[config.mk]
export PLATFORM = sky130hd
export DESIGN_NAME = hazard_ctrl
export DESIGN_NICKNAME = d
export VERILOG_FILES = /design/src/rtl/hazard_pkg.sv /design/src/rtl/hazard_scoreboard.sv /design/src/rtl/hazard_ctrl.sv
export SDC_FILE = /design/constraint.sdc
export NUM_CORES = 1
export LEC_CHECK = 0
export BUFFER_PORTS_ARGS = -buffer_cell sky130_fd_sc_hd__buf_4
export CORE_ASPECT_RATIO = 1.2
export CORE_MARGIN = 4
export CORE_UTILIZATION = 55
export DETAILED_ROUTE_END_ITERATION = 6
export HOLD_SLACK_MARGIN = 0.08
export MAX_ROUTING_LAYER = met4
export PLACE_DENSITY = 0.9
export SKIP_LAST_GASP = 1
export SLEW_MARGIN = 30
export SYNTH_ARGS = -nofsm -noshare
export SYNTH_HDL_FRONTEND = slang
export SYNTH_SLANG_ARGS = --single-unit
[constraint.sdc]
create_clock -name clk -period 5.4 [get_ports clk]
set_clock_uncertainty 0.05 [all_clocks]
set_input_delay 1.35 -clock clk [delete_from_list [all_inputs] [get_ports clk]]
set_output_delay 1.35 -clock clk [all_outputs]
set_load 0.01 [all_outputs]
[src/rtl/hazard_pkg.sv]
`default_nettype none
// ============================================================================
//  Module      : hazard_pkg
//  Description : Shared types and constants for the RV32I hazard controller.
//  Revision    : 1.0  initial release
// ============================================================================
package hazard_pkg;

    typedef struct packed {
        logic       valid;
        logic [4:0] rd;
        logic       is_load;
    } slot_t;

    typedef enum logic [1:0] {
        RUN    = 2'd0,
        STALL  = 2'd1,
        FREEZE = 2'd2
    } state_t;

    localparam logic [4:0] REG_ZERO = 5'd0;

    function automatic logic slot_hit(input slot_t s, input logic [4:0] rs);
        return s.valid && (s.rd == rs);
    endfunction

endpackage
`default_nettype wire

[src/rtl/hazard_scoreboard.sv]
`default_nettype none
// ============================================================================
//  Module      : hazard_scoreboard
//  Description : Three-slot (EX/MEM/WB) destination tracker with per-slot
//                source-register match against the instruction in ID.
//  Revision    : 1.0  initial release
// ============================================================================
module hazard_scoreboard
    import hazard_pkg::*;
(
    input  logic       clk,
    input  logic       rst,
    input  logic       hold,
    input  logic       bubble,
    input  slot_t      issue,
    input  logic       id_valid,
    input  logic [4:0] id_rs1,
    input  logic [4:0] id_rs2,
    input  logic       id_use_rs2,
    output logic       hit_ex,
    output logic       hit_mem,
    output logic       hit_wb,
    output logic       load_hit_ex
);

    slot_t r_ex;
    slot_t r_mem;
    slot_t r_wb;

    // A bubble only empties EX; older instructions keep draining toward WB.
    always_ff @(posedge clk) begin
        if (rst) begin
            r_ex  <= '0;
            r_mem <= '0;
            r_wb  <= '0;
        end else if (!hold) begin
            r_ex  <= bubble ? slot_t'('0) : issue;
            r_mem <= r_ex;
            r_wb  <= r_mem;
        end
    end

    assign hit_ex  = id_valid && (slot_hit(r_ex, id_rs1)  || (id_use_rs2 && slot_hit(r_ex, id_rs2)));
    assign hit_mem = id_valid && (slot_hit(r_mem, id_rs1) || (id_use_rs2 && slot_hit(r_mem, id_rs2)));
    assign hit_wb  = id_valid && (slot_hit(r_wb, id_rs1)  || (id_use_rs2 && slot_hit(r_wb, id_rs2)));

    assign load_hit_ex = hit_ex && r_ex.is_load;

    logic w_unused_wb_load;
    assign w_unused_wb_load = r_wb.is_load;

endmodule
`default_nettype wire

[src/rtl/hazard_ctrl.sv]
`default_nettype none
// ============================================================================
//  Module      : hazard_ctrl
//  Description : Five-stage pipeline hazard controller: stall/flush/freeze
//                priority, state tracking and saturating stall counter.
//                Define FORWARD_EN when the EX/MEM->EX bypass exists, so only
//                load-use hazards stall.
//  Revision    : 1.0  initial release
// ============================================================================
module hazard_ctrl
    import hazard_pkg::*;
#(
    parameter int CNT_W = 16
) (
    input  logic             clk,
    input  logic             rst,
    input  logic             id_valid,
    input  logic [4:0]       id_rs1,
    input  logic [4:0]       id_rs2,
    input  logic             id_use_rs2,
    input  logic [4:0]       id_rd,
    input  logic             id_reg_write,
    input  logic             id_mem_read,
    input  logic             ex_branch_taken,
    input  logic             mem_busy,
    output logic             pc_en,
    output logic             ifid_en,
    output logic             ifid_flush,
    output logic             idex_bubble,
    output logic             freeze,
    output logic [1:0]       state,
    output logic [CNT_W-1:0] stall_cnt
);

    slot_t            w_issue;
    logic             w_hit_ex;
    logic             w_hit_mem;
    logic             w_hit_wb;
    logic             w_load_hit_ex;
    logic             w_hazard;
    state_t           w_next_state;
    state_t           r_state;
    logic [CNT_W-1:0] r_stall_cnt;

    assign w_issue = '{valid:   id_valid && id_reg_write && (id_rd != REG_ZERO),
                       rd:      id_rd,
                       is_load: id_mem_read};

    hazard_scoreboard u_scoreboard (
        .clk         (clk),
        .rst         (rst),
        .hold        (mem_busy),
        .bubble      (idex_bubble),
        .issue       (w_issue),
        .id_valid    (id_valid),
        .id_rs1      (id_rs1),
        .id_rs2      (id_rs2),
        .id_use_rs2  (id_use_rs2),
        .hit_ex      (w_hit_ex),
        .hit_mem     (w_hit_mem),
        .hit_wb      (w_hit_wb),
        .load_hit_ex (w_load_hit_ex)
    );

`ifdef FORWARD_EN
    assign w_hazard = w_load_hit_ex;

    logic w_unused_hits;
    assign w_unused_hits = w_hit_ex ^ w_hit_mem ^ w_hit_wb;
`else
    // Register file writes at the end of WB, so a WB match still has to wait.
    assign w_hazard = w_hit_ex || w_hit_mem || w_hit_wb;

    logic w_unused_hits;
    assign w_unused_hits = w_load_hit_ex;
`endif

    always_comb begin
        pc_en        = 1'b1;
        ifid_en      = 1'b1;
        ifid_flush   = 1'b0;
        idex_bubble  = 1'b0;
        freeze       = 1'b0;
        w_next_state = RUN;
        if (rst) begin
            pc_en       = 1'b0;
            ifid_en     = 1'b0;
            ifid_flush  = 1'b1;
            idex_bubble = 1'b1;
        end else if (mem_busy) begin
            // Branch stays parked in EX and is honoured once memory is ready.
            pc_en        = 1'b0;
            ifid_en      = 1'b0;
            freeze       = 1'b1;
            w_next_state = FREEZE;
        end else if (ex_branch_taken) begin
            ifid_flush  = 1'b1;
            idex_bubble = 1'b1;
        end else if (w_hazard) begin
            pc_en        = 1'b0;
            ifid_en      = 1'b0;
            idex_bubble  = 1'b1;
            w_next_state = STALL;
        end
    end

    always_ff @(posedge clk) begin
        if (rst) begin
            r_state     <= RUN;
            r_stall_cnt <= '0;
        end else begin
            r_state <= w_next_state;
            if (!pc_en && (r_stall_cnt != {CNT_W{1'b1}})) begin
                r_stall_cnt <= r_stall_cnt + 1'b1;
            end
        end
    end

    assign state     = r_state;
    assign stall_cnt = r_stall_cnt;

endmodule
`default_nettype wire
# Yosys cells after proc, flatten, opt, wreduce, memory -nomap -nowiden
# Cells that the tools add are included.
[word_totals]
register_bits = 36
input_bits = 23
output_inout_bits = 23
wordCells = 57
[op_classes]
add_sub_neg = 1
n_eq_ne = 7
mux = 17
n_reduce_logical = 23
[ops]
columns = ["operator", "count"]
rows = [
  ["5-bit equality test", 6],
  ["16-bit by 1-bit adder with 16-bit output (second input constant)", 1],
  ["16-bit != test (second input constant)", 1],
  ["1-bit logical AND", 15],
  ["1-bit two-way mux", 15],
  ["7-bit two-way mux", 1],
  ["1-bit logical OR", 5],
  ["5-bit nonzero test", 1],
  ["3-bit OR reduction", 1],
  ["2-bit two-way mux", 1],
  ["1-bit zero test", 1],
]

# Depth between registers and ports, before layout
[depth]
depth_word = 13
mapped_depth = 8

# By module
# A second synthesis with hierarchy kept.
[hier_totals]
cells_unflattened = 220
hier_area_um2 = 1954.4
[by_module_without_submodules]
columns = ["module", "n_inst", "cells_each", "area_each_um2"]
rows = [
  ["hazard_scoreboard", 1, 114, 1036.0],
  ["hazard_ctrl", 1, 106, 918.4],
]

# Least setup slack after synthesis
# Ideal clock, no wire load.
[synth_path]
path_kind = "in2out"
start = "input id_rs2[4]"
end = "output pc_en"
arrival_time_ns = 2.561
required_time_ns = 4.000
setup_slack_ns = 1.439
cell_stages = 8
n_path_buf = 2
cell_sequence = "xor2_1 nor4_1 nand4_1 and4_4 buf_6 nand2_1 a21oi_1 buf_4"
[synth_between]
elab_chain_cells = 11
word_cells_on_any_way = 21
cone_classes = "3 x eq/ne; 4 x mux; 14 x reduce/logical"
[synth_rtl]
columns = ["item", "line_no", "text"]
rows = [
  ["from (decl)", "hazard_ctrl.sv:19", "input logic [4:0] id_rs2,"],
  ["5-bit equality test", "hazard_pkg.sv:24", "return s.valid && (s.rd == rs);"],
  ["1-bit logical AND", "hazard_pkg.sv:24", ""],
  ["1-bit logical AND, on equally long branches", "hazard_scoreboard.sv:43, hazard_scoreboard.sv:44", ""],
  ["1-bit logical OR, on equally long branches", "hazard_scoreboard.sv:43, hazard_scoreboard.sv:44", ""],
  ["1-bit logical AND, on equally long branches", "hazard_scoreboard.sv:43, hazard_scoreboard.sv:44", ""],
  ["1-bit logical OR", "hazard_ctrl.sv:72", "assign w_hazard = w_hit_ex || w_hit_mem || w_hit_wb;"],
  ["1-bit logical OR (*)", "hazard_ctrl.sv:72", ""],
  ["1-bit two-way mux (*) (4 in a row)", "n/a", ""],
  ["to (decl)", "hazard_ctrl.sv:26", "output logic pc_en,"],
]
# Mark *: on every way between the ends. The rest lies on a longest branch, timed or not.

# Worst setup path in the final report
[layout_path]
start = "input id_rs2[4]"
end = "output idex_bubble"
[layout_between]
elab_chain_cells = 11
word_cells_on_any_way = 21
cone_classes = "3 x eq/ne; 4 x mux; 14 x reduce/logical"
[layout_rtl]
columns = ["item", "line_no", "text"]
rows = [
  ["5-bit equality test", "hazard_pkg.sv:24", ""],
  ["1-bit logical AND", "hazard_pkg.sv:24", ""],
  ["1-bit logical AND, on equally long branches", "hazard_scoreboard.sv:43, hazard_scoreboard.sv:44", ""],
  ["1-bit logical OR, on equally long branches", "hazard_scoreboard.sv:43, hazard_scoreboard.sv:44", ""],
  ["1-bit logical AND, on equally long branches", "hazard_scoreboard.sv:43, hazard_scoreboard.sv:44", ""],
  ["1-bit logical OR", "hazard_ctrl.sv:72", ""],
  ["1-bit logical OR (*)", "hazard_ctrl.sv:72", ""],
  ["1-bit two-way mux (*)", "hazard_ctrl.sv:99", "end else if (w_hazard) begin"],
  ["1-bit two-way mux (*)", "hazard_ctrl.sv:96", "end else if (ex_branch_taken) begin"],
  ["1-bit two-way mux (*)", "hazard_ctrl.sv:90", "end else if (mem_busy) begin"],
  ["1-bit two-way mux (*)", "hazard_ctrl.sv:85", "if (rst) begin"],
  ["to (decl)", "hazard_ctrl.sv:29", "output logic idex_bubble,"],
]
# Marks and branches as above.

==> impl_metrics.ini <==
[place]
io_buffers = 44
place_area_um2 = 2580
place_congestion = 0.849
dp_hpwl_mm = 4.02
dp.cells = 338

[pwr]
ir_drop_mv = 0.180
p_leak_nw = 1.20
power_density_nw_per_um2 = 223

[critical_path]
max_stage_delay_ns = 0.41
r2r_end = stall_cnt[11]
r2r_cells = 7
critPathTopFamily = simple AND/OR/NAND/NOR gates
cp_cell_sequence = buf_4 -> xor2_1 -> nor4_1 -> nand4_1 -> nand4_1 -> o21ai_1 -> a21oi_1 -> buf_4
crit_arrival_ns = 3.17
crit_path_end_kind = output port
crit_fanout = 11
slowest_stage = nand4_1
cp-start-kind = input pin
path_buf_inv = 2
crit_type = input pin to output port
cp.required_ns = 4.00
timing.rr.start = stall_cnt[0]
r2r_slack_ns = 3.04

[timing]
fmax_mhz = 219
worstMarginPinSlew_ns = 0.637
setup_tns_ns = 0
slew_headroom = 0.574
final_hold_viol_count = 0
rsz0062_at_grt = false
period_needed_ns = 4.57
period_share = 0.847
finalMaxSlewViolations = 0
setup_viol = 0

[drt]
dr.pass1.iters = 5
drc = 0
drtIter0Drc = 86
wl_per_cell_um = 15.5
drt-total-wl_mm = 5.38
via_per_inst = 5.89
routed-via-count = 2037
postRouteAntennaNets = 0

[cells_and_area]
design_area_um2 = 2680
diodes = 0
area_growth_syn_to_layout_pct = 19.0
instances_no_fill = 346
nNetsFinal = 315
drive_gt1_frac = 0.236

[global_routing]
grt_pass1_wl_mm = 8.87
antenna_found_initial = 0
grt_pass1_vias = 1952
met3_usage = 0.0458
grt_max_degree = 52
grt_use_met1 = 0.242
track_usage = 0.223
grt-ovfl-total = 0
use_met2 = 0.402
busiest_layer = met2

[hold_path]
holdCritPathClass = flip-flop to flip-flop
whs_path_depth = 2
worstHoldStart = stall_cnt[1]
whs_endpoint = stall_cnt[1]

[clock_tree]
cts_buffer_depth = 2
insertion_delay_ns = 0.29
cts_buffers = 5
cts_htree_levels = 2
cts_tree = built
clock_sinks = 36
cts_hold_buf = 0
cts.repair.resized = 0
path_clk_slew_ns = 0.06
cts-root-buf = clkbuf_8
postCtsSetupRepairBufs = 0

[logic_synthesis]
yosys.area.top_type = dfxtp_1
synth_edf_count = 0
synth_top_area_share = 0.319
synthFlopType = dfxtp_1
synth_common_cells = dfxtp_1 (36), nor2_1 (31), xor2_1 (24), nand2_1 (14), mux2i_1 (13)
yosysSeqAreaShare = 0.319
syn-instance-count = 254
synth_cell_types = 48
yosysMostFrequentCell = dfxtp_1
syn_avg_cell_area_um2 = 8.88
synth_fp_nets = 278
yosys-top-cells-area = dfxtp_1 (32%), xor2_1 (9.3%), mux2i_1 (5.8%), nor2_1 (5.2%), nor2b_1 (3.3%)
netlist_area_um2 = 2260
synthArstFlopShare = 0
synth-seq-cells = 36
yosysWarnings = 0

[die]
dieWidth_um = 66.5
rows = 25
start_util = 0.572
die_area_um2 = 5190
die-height_um = 78.2
coreArea_um2 = 3940
io_pins = 46

[run_status]
status = complete, no violations

[flow_run]
maxCapViolCount = 0
## per-layer routing
| metal | vias up | share of wire | wire length [um] |
|---|---|---|---|
| met5 | - | 0 | 0 |
| met4 | 0 | 0.015 | 82 |
| met3 | 10 | 0.055 | 297 |
| met2 | 62 | 0.53 | 2850 |
| met1 | 959 | 0.40 | 2140 |
| li1 | 1006 | - | - |
## placed cells by master (no fill, tap or decap), types with 6 or more instances in the layout
master,netlist,layout
buf_4,2,44
dfxtp_1,36,36
nor2_1,31,31
xor2_1,24,24
nand2_1,14,14
mux2i_1,13,13
nor2b_1,12,12
nor4_1,11,11
nor3_1,11,11
nand4_1,7,7
a21oi_1,7,7
xnor2_1,6,6
and3_1,6,6
mux2_2,6,6
## stage by stage
stage	util	power [mW]	hold slack, ns	setup WS [ns]
6_report	0.681	0.598	0.457	0.827
5_1_grt	0.681	0.625	0.510	0.652
4_1_cts	0.681	0.604	0.463	0.872
3_5_place_dp	0.654	0.372	0.451	0.872
3_3_place_gp	0.654	0.370	0.430	0.889
2_1_floorplan	-	0.336	0.436	1.44
## worst max-delay path by stage
stage / from / end / slack (ns) / cells after the start
finish: id_rs2[4] / idex_bubble / 0.83 / 8
global route: id_rs2[4] / idex_bubble / 0.65 / 8
detailed placement: id_rs1[4] / idex_bubble / 0.87 / 8
floorplan: id_rs2[4] / pc_en / 1.44 / 8
global placement: id_rs2[4] / idex_bubble / 0.89 / 8
CTS: id_rs1[4] / idex_bubble / 0.87 / 8
## area by class of cell
class | instances | area [um^2]
Clock inverter | 2 | 35.0
Multi-Input combinational cell | 201 | 1450
Timing Repair Buffer | 44 | 330
Fill cell | 339 | 1260
Inverter | 3 | 11.3
Sequential cell | 36 | 721
Clock buffer | 6 | 72.6
Tap cell | 54 | 67.6
## tightest hold or removal path: cells and delay by family (launching register included)
family | cells | cell delay [ns]
DFF | 1 | 0.33
muxes | 1 | 0.06
and+or+nand+nor | 1 | 0.06
## sequential cells by signal (all words and copies together) (netlist names)
register,flops
stall_cnt,16
state,2
u_scoreboard.r_ex,6
u_scoreboard.r_mem,6
u_scoreboard.r_wb,6
## power by group
part | internal, mW | switching [mW] | total [mW]
logic | 0.0386 | 0.0445 | 0.0832
clock network | 0.137 | 0.0943 | 0.231
registers | 0.273 | 0.0104 | 0.283
total | 0.448 | 0.149 | 0.598
## cell families after synthesis
| family | after synthesis | synth area share |
|---|---|---|
| muxes | 24 | 0.113 |
| buffers and inverters | 17 | 0.0394 |
| adders and majority gates | 1 | 0.00555 |
| DFF | 36 | 0.319 |
| and+or+nand+nor | 107 | 0.252 |
| xor gates and xnor gates | 30 | 0.116 |
| AOI/OAI and AO/OA | 39 | 0.154 |
Note: power is estimated with default switching activity, not from simulation.
